`config.mk`:
```
export PLATFORM = sky130hd
export DESIGN_NAME = fmap_streamer
export DESIGN_NICKNAME = d
export VERILOG_FILES = /design/src/rtl/fmap_pkg.sv /design/src/rtl/fmap_ram.sv /design/src/rtl/fmap_streamer.sv
export SDC_FILE = /design/constraint.sdc
export NUM_CORES = 1
export LEC_CHECK = 0
export ABC_CLOCK_PERIOD_IN_PS = 3100
export CORE_ASPECT_RATIO = 0.5
export CORE_MARGIN = 2
export CORE_UTILIZATION = 56
export DETAILED_ROUTE_END_ITERATION = 8
export PLACE_DENSITY = 0.76
export SLEW_MARGIN = 20
export SYNTH_ARGS = -nofsm -noshare
export SYNTH_HDL_FRONTEND = slang
export SYNTH_HIERARCHICAL = 1
export SYNTH_SLANG_ARGS = --single-unit
```
`constraint.sdc`:
```
create_clock -name clk -period 3.1 [get_ports clk]
set_clock_uncertainty 0.1 [all_clocks]
set_input_delay 0.465 -clock clk [delete_from_list [all_inputs] [get_ports clk]]
set_output_delay 0.465 -clock clk [all_outputs]
set_load 0.005 [all_outputs]
```
`src/rtl/fmap_pkg.sv`:
```
// Shared defaults and state encoding for the feature-map streamer and the
// convolver-side benches.
package fmap_pkg;

  localparam int unsigned DEF_N   = 16;
  localparam int unsigned DEF_DIM = 6;
  localparam int unsigned FRAME   = DEF_DIM * DEF_DIM;
  localparam int unsigned DEF_AW  = $clog2(FRAME);
  localparam int unsigned Q_FRAC  = 12;

  typedef enum logic {
    IDLE   = 1'b0,
    STREAM = 1'b1
  } fmap_state_e;

endpackage

```
`src/rtl/fmap_ram.sv`:
```
// Frame store: one synchronous write port, one combinational read port.
// Contents are deliberately not reset.
module fmap_ram #(
  parameter int unsigned N     = 16,
  parameter int unsigned DEPTH = 36,
  parameter int unsigned AW    = 6
) (
  input  logic          clk,
  input  logic          we,
  input  logic [AW-1:0] wr_addr,
  input  logic [N-1:0]  wr_data,
  input  logic [AW-1:0] rd_addr,
  output logic [N-1:0]  rd_data
);

  logic [N-1:0] mem [DEPTH];

  always_ff @(posedge clk) begin
    if (we) mem[wr_addr] <= wr_data;
  end

  assign rd_data = mem[rd_addr];

endmodule

```
`src/rtl/fmap_streamer.sv`:
```
// Holds one n x n activation frame and streams it in raster order over a
// valid/ready handshake, optionally replaying it back-to-back.
module fmap_streamer
  import fmap_pkg::*;
#(
  parameter int unsigned N  = DEF_N,
  parameter int unsigned n  = DEF_DIM,
  parameter int unsigned AW = $clog2(n * n)
) (
  input  logic          clk,
  input  logic          rst,
  input  logic          wr_en,
  input  logic [AW-1:0] wr_addr,
  input  logic [N-1:0]  wr_data,
  output logic          wr_err,
  input  logic          start,
  input  logic          loop,
  input  logic          act_ready,
  output logic [N-1:0]  act_out,
  output logic          act_valid,
  output logic          act_eol,
  output logic          act_last,
  output logic          busy,
  output logic          done
);

  localparam int unsigned WORDS    = n * n;
  localparam int unsigned CW       = (n > 1) ? $clog2(n) : 1;
  localparam logic [AW-1:0] LAST_PTR = AW'(WORDS - 1);
  localparam logic [CW-1:0] LAST_COL = CW'(n - 1);

  fmap_state_e   state_q, state_d;
  logic [AW-1:0] rd_ptr, ptr_d;
  logic [CW-1:0] col, col_d;
  logic          done_d, wr_err_d, stream_d;
  logic          wr_commit_c, xfer_c;
  logic [N-1:0]  ram_rd, word_d;

  assign wr_commit_c = wr_en && (state_q == IDLE) &&
                       ({1'b0, wr_addr} < (AW + 1)'(WORDS));
  assign xfer_c      = (state_q == STREAM) && act_ready;

  // The RAM is read at the pointer of the word presented next cycle.
  fmap_ram #(.N(N), .DEPTH(WORDS), .AW(AW)) u_ram (
    .clk     (clk),
    .we      (wr_commit_c),
    .wr_addr (wr_addr),
    .wr_data (wr_data),
    .rd_addr (ptr_d),
    .rd_data (ram_rd)
  );

  // A write landing in the same cycle as start must be seen by the first word.
  assign word_d = (wr_commit_c && (wr_addr == ptr_d)) ? wr_data : ram_rd;

  always_comb begin
    state_d  = state_q;
    ptr_d    = rd_ptr;
    col_d    = col;
    done_d   = 1'b0;
    wr_err_d = wr_en && !wr_commit_c;
    case (state_q)
      IDLE: begin
        if (start) begin
          state_d = STREAM;
          ptr_d   = '0;
          col_d   = '0;
        end
      end
      STREAM: begin
        if (xfer_c) begin
          if (rd_ptr == LAST_PTR) begin
            ptr_d = '0;
            col_d = '0;
            if (!loop) begin
              state_d = IDLE;
              done_d  = 1'b1;
            end
          end else begin
            ptr_d = rd_ptr + AW'(1);
            col_d = (col == LAST_COL) ? '0 : col + CW'(1);
          end
        end
      end
      default: state_d = IDLE;
    endcase
    stream_d = (state_d == STREAM);
  end

  // State, counters and registered outputs.
  always_ff @(posedge clk or posedge rst) begin
    if (rst) begin
      state_q   <= IDLE;
      rd_ptr    <= '0;
      col       <= '0;
      act_out   <= '0;
      act_valid <= 1'b0;
      act_eol   <= 1'b0;
      act_last  <= 1'b0;
      busy      <= 1'b0;
      done      <= 1'b0;
      wr_err    <= 1'b0;
    end else begin
      state_q   <= state_d;
      rd_ptr    <= ptr_d;
      col       <= col_d;
      act_out   <= stream_d ? word_d : '0;
      act_valid <= stream_d;
      act_eol   <= stream_d && (col_d == LAST_COL);
      act_last  <= stream_d && (ptr_d == LAST_PTR);
      busy      <= stream_d;
      done      <= done_d;
      wr_err    <= wr_err_d;
    end
  end

endmodule
```
-- After elaboration in Yosys (flattened, before gate mapping)
Memories as Yosys holds them, arrays and structs flattened.
Cells that the tools add are included.
- $add $sub $neg: 2
- magnitude comparators: 1
- eq/ne operators: 5
- mux-type cells: 22
- bitwise logic cells: 1
- reductions and logical operators: 8
- operator list (operator ; count):
    $mux W16 ; 2
    $mux W6 ; 3
    $eq A6 B6 Y1 const B ; 2
    $mux W3 ; 4
    $pmux W6 S2 ; 1
    $mux W1 ; 10
    $logic_and A1 B1 Y1 ; 7
    $add A6 B1 Y6 const B ; 1
    $eq A3 B3 Y1 const B ; 2
    $eq A6 B6 Y1 ; 1
    $lt A6 B6 Y1 const B ; 1
    $pmux W3 S2 ; 1
    $add A3 B1 Y3 const B ; 1
    $pmux W1 S2 ; 1
    $logic_not A1 Y1 ; 1
    $not A1 Y1 ; 1
- register bits after elaboration: 30
- RAM bits: 576
- output and inout port bits: 22
- logic and storage cells: 48
- memories kept: 1
- memories (name ; words ; bits a word ; rd ports ; clocked after memory_dff ; write ports ; line ; RTL):
    u_ram.mem ; 36 ; 16 ; 1 ; 0 ; 1 ; fmap_ram.sv:16 ; logic [N-1:0] mem [DEPTH];

-- Logic depth before layout (Yosys ltp)
- word-level depth: 8
- gate-level depth with buffers: 16
- depth with buffers taken out: 13

-- By module
The synthesis kept the hierarchy.
- by module, submodules not included (module ; times used ; cells each ; area each (um2) ; seq. area each (um2)):
    fmap_ram ; 1 ; 1185 ; 22790.6 ; 17296.6
    fmap_streamer ; 1 ; 175 ; 1672.9 ; 750.7

-- Worst setup path after synthesis
No wires, ideal clock.
- path type: reg-to-reg
- from: register rd_ptr[1]
- to: register act_out[4]
- arrival: 2937 ps
- required time: 2923 ps
- path slack: -15 ps
- stages on the path, launching flop included: 17
- path buffers: 3
- cells stage by stage: dfrtp_1 ha_1 nor2b_1 and2_1 buf_2 nor2_1 mux2_2 a22o_1 buf_6 buf_8 mux2i_1 a22o_1 a221oi_2 o22ai_1 o41ai_2 o21ai_0 a21oi_1
- elaborated cells on any way between the ends: 14
- RTL lines (item ; line ; RTL):
    from (decl) ; fmap_streamer.sv:33 ; logic [AW-1:0] rd_ptr, ptr_d;
    from (signal assigned) ; fmap_streamer.sv:105 ; rd_ptr <= ptr_d;
    $eq A6 B6 Y1 ; fmap_streamer.sv:72 ; if (rd_ptr == LAST_PTR) begin
    $mux W6 ; fmap_streamer.sv:72 ;
    $mux W6 ; fmap_streamer.sv:71 ; if (xfer_c) begin
    $pmux W6 S2 ; fmap_streamer.sv:62 ; case (state_q)
    net ptr_d[0] ; fmap_streamer.sv:33 ;
    $mem_v2 Z36 W16 ; n/a ;
    net ram_rd[4] ; fmap_streamer.sv:37 ; logic [N-1:0] ram_rd, word_d;
    $mux W16 ; fmap_streamer.sv:54 ; assign word_d = (wr_commit_c && (wr_addr == ptr_d)) ? wr_data : ram_rd;
    $mux W16 ; fmap_streamer.sv:107 ; act_out <= stream_d ? word_d : '0;
    to (signal assigned) ; fmap_streamer.sv:107 ;
    to (decl) ; fmap_streamer.sv:19 ; output logic [N-1:0] act_out,
The timed path passes the listed nets, and every way through them passes these cells.

-- Worst setup path in the final report
- from: register rd_ptr[0]
- to: register act_out[12]
- elaborated cells on any way between the ends: 14
- RTL lines (item ; line):
    $add A6 B1 Y6 or $eq A6 B6 Y1 (tied branches) ; fmap_streamer.sv:80, fmap_streamer.sv:72
    $mux W6 ; fmap_streamer.sv:72
    $mux W6 ; fmap_streamer.sv:71
    $pmux W6 S2 (*) ; fmap_streamer.sv:62
    net ptr_d[0] ; fmap_streamer.sv:33
    $mem_v2 Z36 W16 (*) ; n/a
    net ram_rd[12] ; fmap_streamer.sv:37
    $mux W16 (*) ; fmap_streamer.sv:54
    $mux W16 (*) ; fmap_streamer.sv:107
Mark *: on every way through the listed nets, which the timed path passes. The rest lies on a longest branch.

==> flow_summary.toml <==
[pwr]
p_clk_share_pct = 25.1
switching_share_pct = 32.5
power.density_mw_per_mm2 = 913
power.internal_uw = 18200
seqPwrFrac_pct = 34.2
max-vdd-ir-drop_uv = 470
total_leakage_power_uw = 0.0104
pwr-share-comb_pct = 40.7
p_switching_uw = 8780

[timing]
timing.final.hold_violations = 0
fin_crit_sh_pct = 113
fin_setup_tns_ns = -3.53
rsz0062_at_grt = "yes"
setup_violations = 16
tightest_slew_ns = 1.06
setup_ws_ns = -0.401
clock.fmax_mhz = 286
slew-limit-headroom_pct = 29.4
min_period_ns = 3.50
slew_viol_final = 0

[die]
die_h_um = 152
initial_core_util_pct = 56.5
num_rows = 54
coreArea_mm2 = 0.0433
die_w_um = 300
die-area_mm2 = 0.0455
io_pins = 50

[routing]
routed_via_density = 6.25
drt-initial-drc-count = 1697
drc_errors = 0
antenna_left = 0
num_vias = 13913
firstDrtPassIters = 5
drt-total-wl_mm = 61.2
wire_per_inst_um = 27.5

[grt]
grt_usage_pct = 26.8
grt_start_max_net_pins = 38
grt-ovfl-total = 0
grt_pass1_wl_mm = 88.6
first_global_vias = 13632
antenna_found_initial = 0

[clock_network]
cts_root_buf = "clkbuf_16"
cts_tree = "done"
h-tree-depth = 2
clockBufferDepth = 3
clock_latency_ns = 0.58
clock_sinks = 606
cts-buffers-inserted = 52
cts.clk_slew.worst_paths_ns = 0.07

[synthesis]
ys_seq_elements = 606
ys.flop_type = "edfxtp_1"
yosys-top-cells-count = "576 x edfxtp_1, 257 x mux2i_1, 64 x a22oi_1, 50 x a21oi_1, 43 x nor2_1"
yosys.area.top_type = "edfxtp_1"
ys_seq_area_share_pct = 73.8
ys_top_cells_by_area = "edfxtp_1 71%, mux2i_1 11%, dfrtp_1 3.1%, a22oi_1 2.0%, a221oi_2 1.9%"
ys_types = 61
synth.top_cell.area_share_pct = 70.7
yosysMostFrequentCell = "edfxtp_1"
synth.avg_cell_area_um2 = 18.0
netlist_area_mm2 = 0.0245
synth_edf_count = 576
ys_warn_count = 6
async_reset_ff_share_pct = 4.95
syn_inst = 1360
syn-num-nets = 1389

[critical_path]
arrival_ns = 3.90
critical_path_class = "register to register"
crit_fanout = 6
endpoint_kind = "register"
r2r_cells = 16
worstPathRequired_ns = 3.50
worstSetupStartpointType = "register"
reg2reg_slack_ns = -0.40

[placement]
dp_hpwl_mm = 37.8
gp_congestion = 0.893
port_buffers = 49

[final_layout]
antenna_cells = 0
drive_gt1_share_pct = 25.6
utilization_pct = 68.3
final_nets = 1627
area_growth_pct = 20.9

[run]
maxCapViolCount = 0

[run_status]
status = "finished with violations"
violations = "setup timing"

[min_path]
hp-class = "input pin to asynchronous set/reset pin"
[final cells by class]
cell class / count / area, um^2
clock buffer: 58 / 1360
clock inverter: 36 / 404
fill: 2638 / 13700
inverter: 7 / 26.3
multi-input combinational: 665 / 6100
sequential: 606 / 18000
tap: 588 / 736
timing repair buffer: 266 / 2910
[cell usage in the layout, fill, tap and decap left out, drive strengths merged, types with 2 or more instances in the layout]
cell type and n:
a22o 35, nand2b 5, a21oi 51, nor3b 5, o21ai 20, edfxtp 576
or3b 2, clkinv 25, nor2 44, o41ai 16, or2 2, a22oi 64
o31ai 2, dfrtp 30, clkbuf 59, mux2 2, a31oi 2, xor2 2
o22ai 17, nand3b 5, and2 3, a221oi 32, clkdlybuf4s50 48, nand2 27
bufinv 9, nor2b 6, inv 8, nand3 23, buf 217, nand4 2
xnor2 5, mux2i 257, o211ai 2, mux4 16
[cells by family after synthesis]
group                      Yosys count  synth area share, %
AOI/OAI and AO/OA                  249                 8.64
xor gates and xnor gates             7                0.281
adders and majority gates            1               0.0511
buffers and inverters               90                 2.44
DFF                                606                 73.8
muxes                              275                 12.1
and+or+nand+nor                    132                 2.74
[state kept, by name, summed over array words and instances (netlist names)]
name,flops
u_ram/mem,576
act_out,16
rd_ptr,6
col,3
act_eol,1
act_last,1
done,1
state_q,1
wr_err,1
[routing by layer]
layer  up-vias  GRT usage [%]  part of all wire [%]
met3        80           7.87                    12
met1      7139           37.6                    40
li1       5975              -                     -
met5         -              0                     0
met4         0           5.40                   1.5
met2       719           42.3                    47
[power groups by stage]
stage / clock network, uW / registers (uW) / logic, uW
after floorplan: 0 / 9410 / 5880
after global placement: 0 / 9410 / 9530
after detailed placement: 0 / 9420 / 9680
after CTS: 6820 / 9240 / 10600
after global routing: 7120 / 9250 / 11500
final: 6770 / 9240 / 11000
[critical path, stage by stage, from the launching register on]
cell and delay (ns):
dfrtp_1 0.38, ha_2 0.20, nor2b_4 0.14, and2_4 0.16, nor2_2 0.03, mux2_4 0.28
a22o_4 0.30, buf_4 0.15, buf_12 0.13, buf_16 0.15, mux2i_2 0.15, a22o_1 0.20
a221oi_2 0.34, o22ai_1 0.14, o41ai_2 0.32, o21ai_1 0.10, a21oi_1 0.12
[worst paths after layout]
kind / start / end
setup / recovery: rd_ptr[0]$_DFF_PP0_ / act_out[12]$_DFF_PP0_
hold / removal: rst / act_eol$_DFF_PP0_
setup reg to reg: rd_ptr[0]$_DFF_PP0_ / act_out[12]$_DFF_PP0_
hold reg to reg: col[1]$_DFF_PP0_ / col[1]$_DFF_PP0_
max in group asynchronous: rst / act_out[14]$_DFF_PP0_
min in group clk: wr_data[6] / u_ram/mem[16][6]$_DFFE_PP_
[timing repair]
item,CTS,global route
hold endpoints to repair,0,0
gates resized for setup,57,27
cloned,5,1
hold buffers,0,0
pin swaps,37,48
buffers inserted,16,4
endpoints found under the setup margin,16,16
[metrics by stage]
step                setup slack (ns)  hold slack, ns  area (um^2)  std cells  power [uW]
floorplan                    -0.0123           0.366        24500       1360       15300
finish                        -0.401           0.201        29600       2226       27000
global route                  -0.561           0.241        29600       2226       27900
detailed placement            -0.724           0.420        27200       2111       19100
global placement              -0.680           0.383        27200       2111       18900
CTS                           -0.207           0.180        29500       2225       26600
Power figures use the tool's default switching activity.
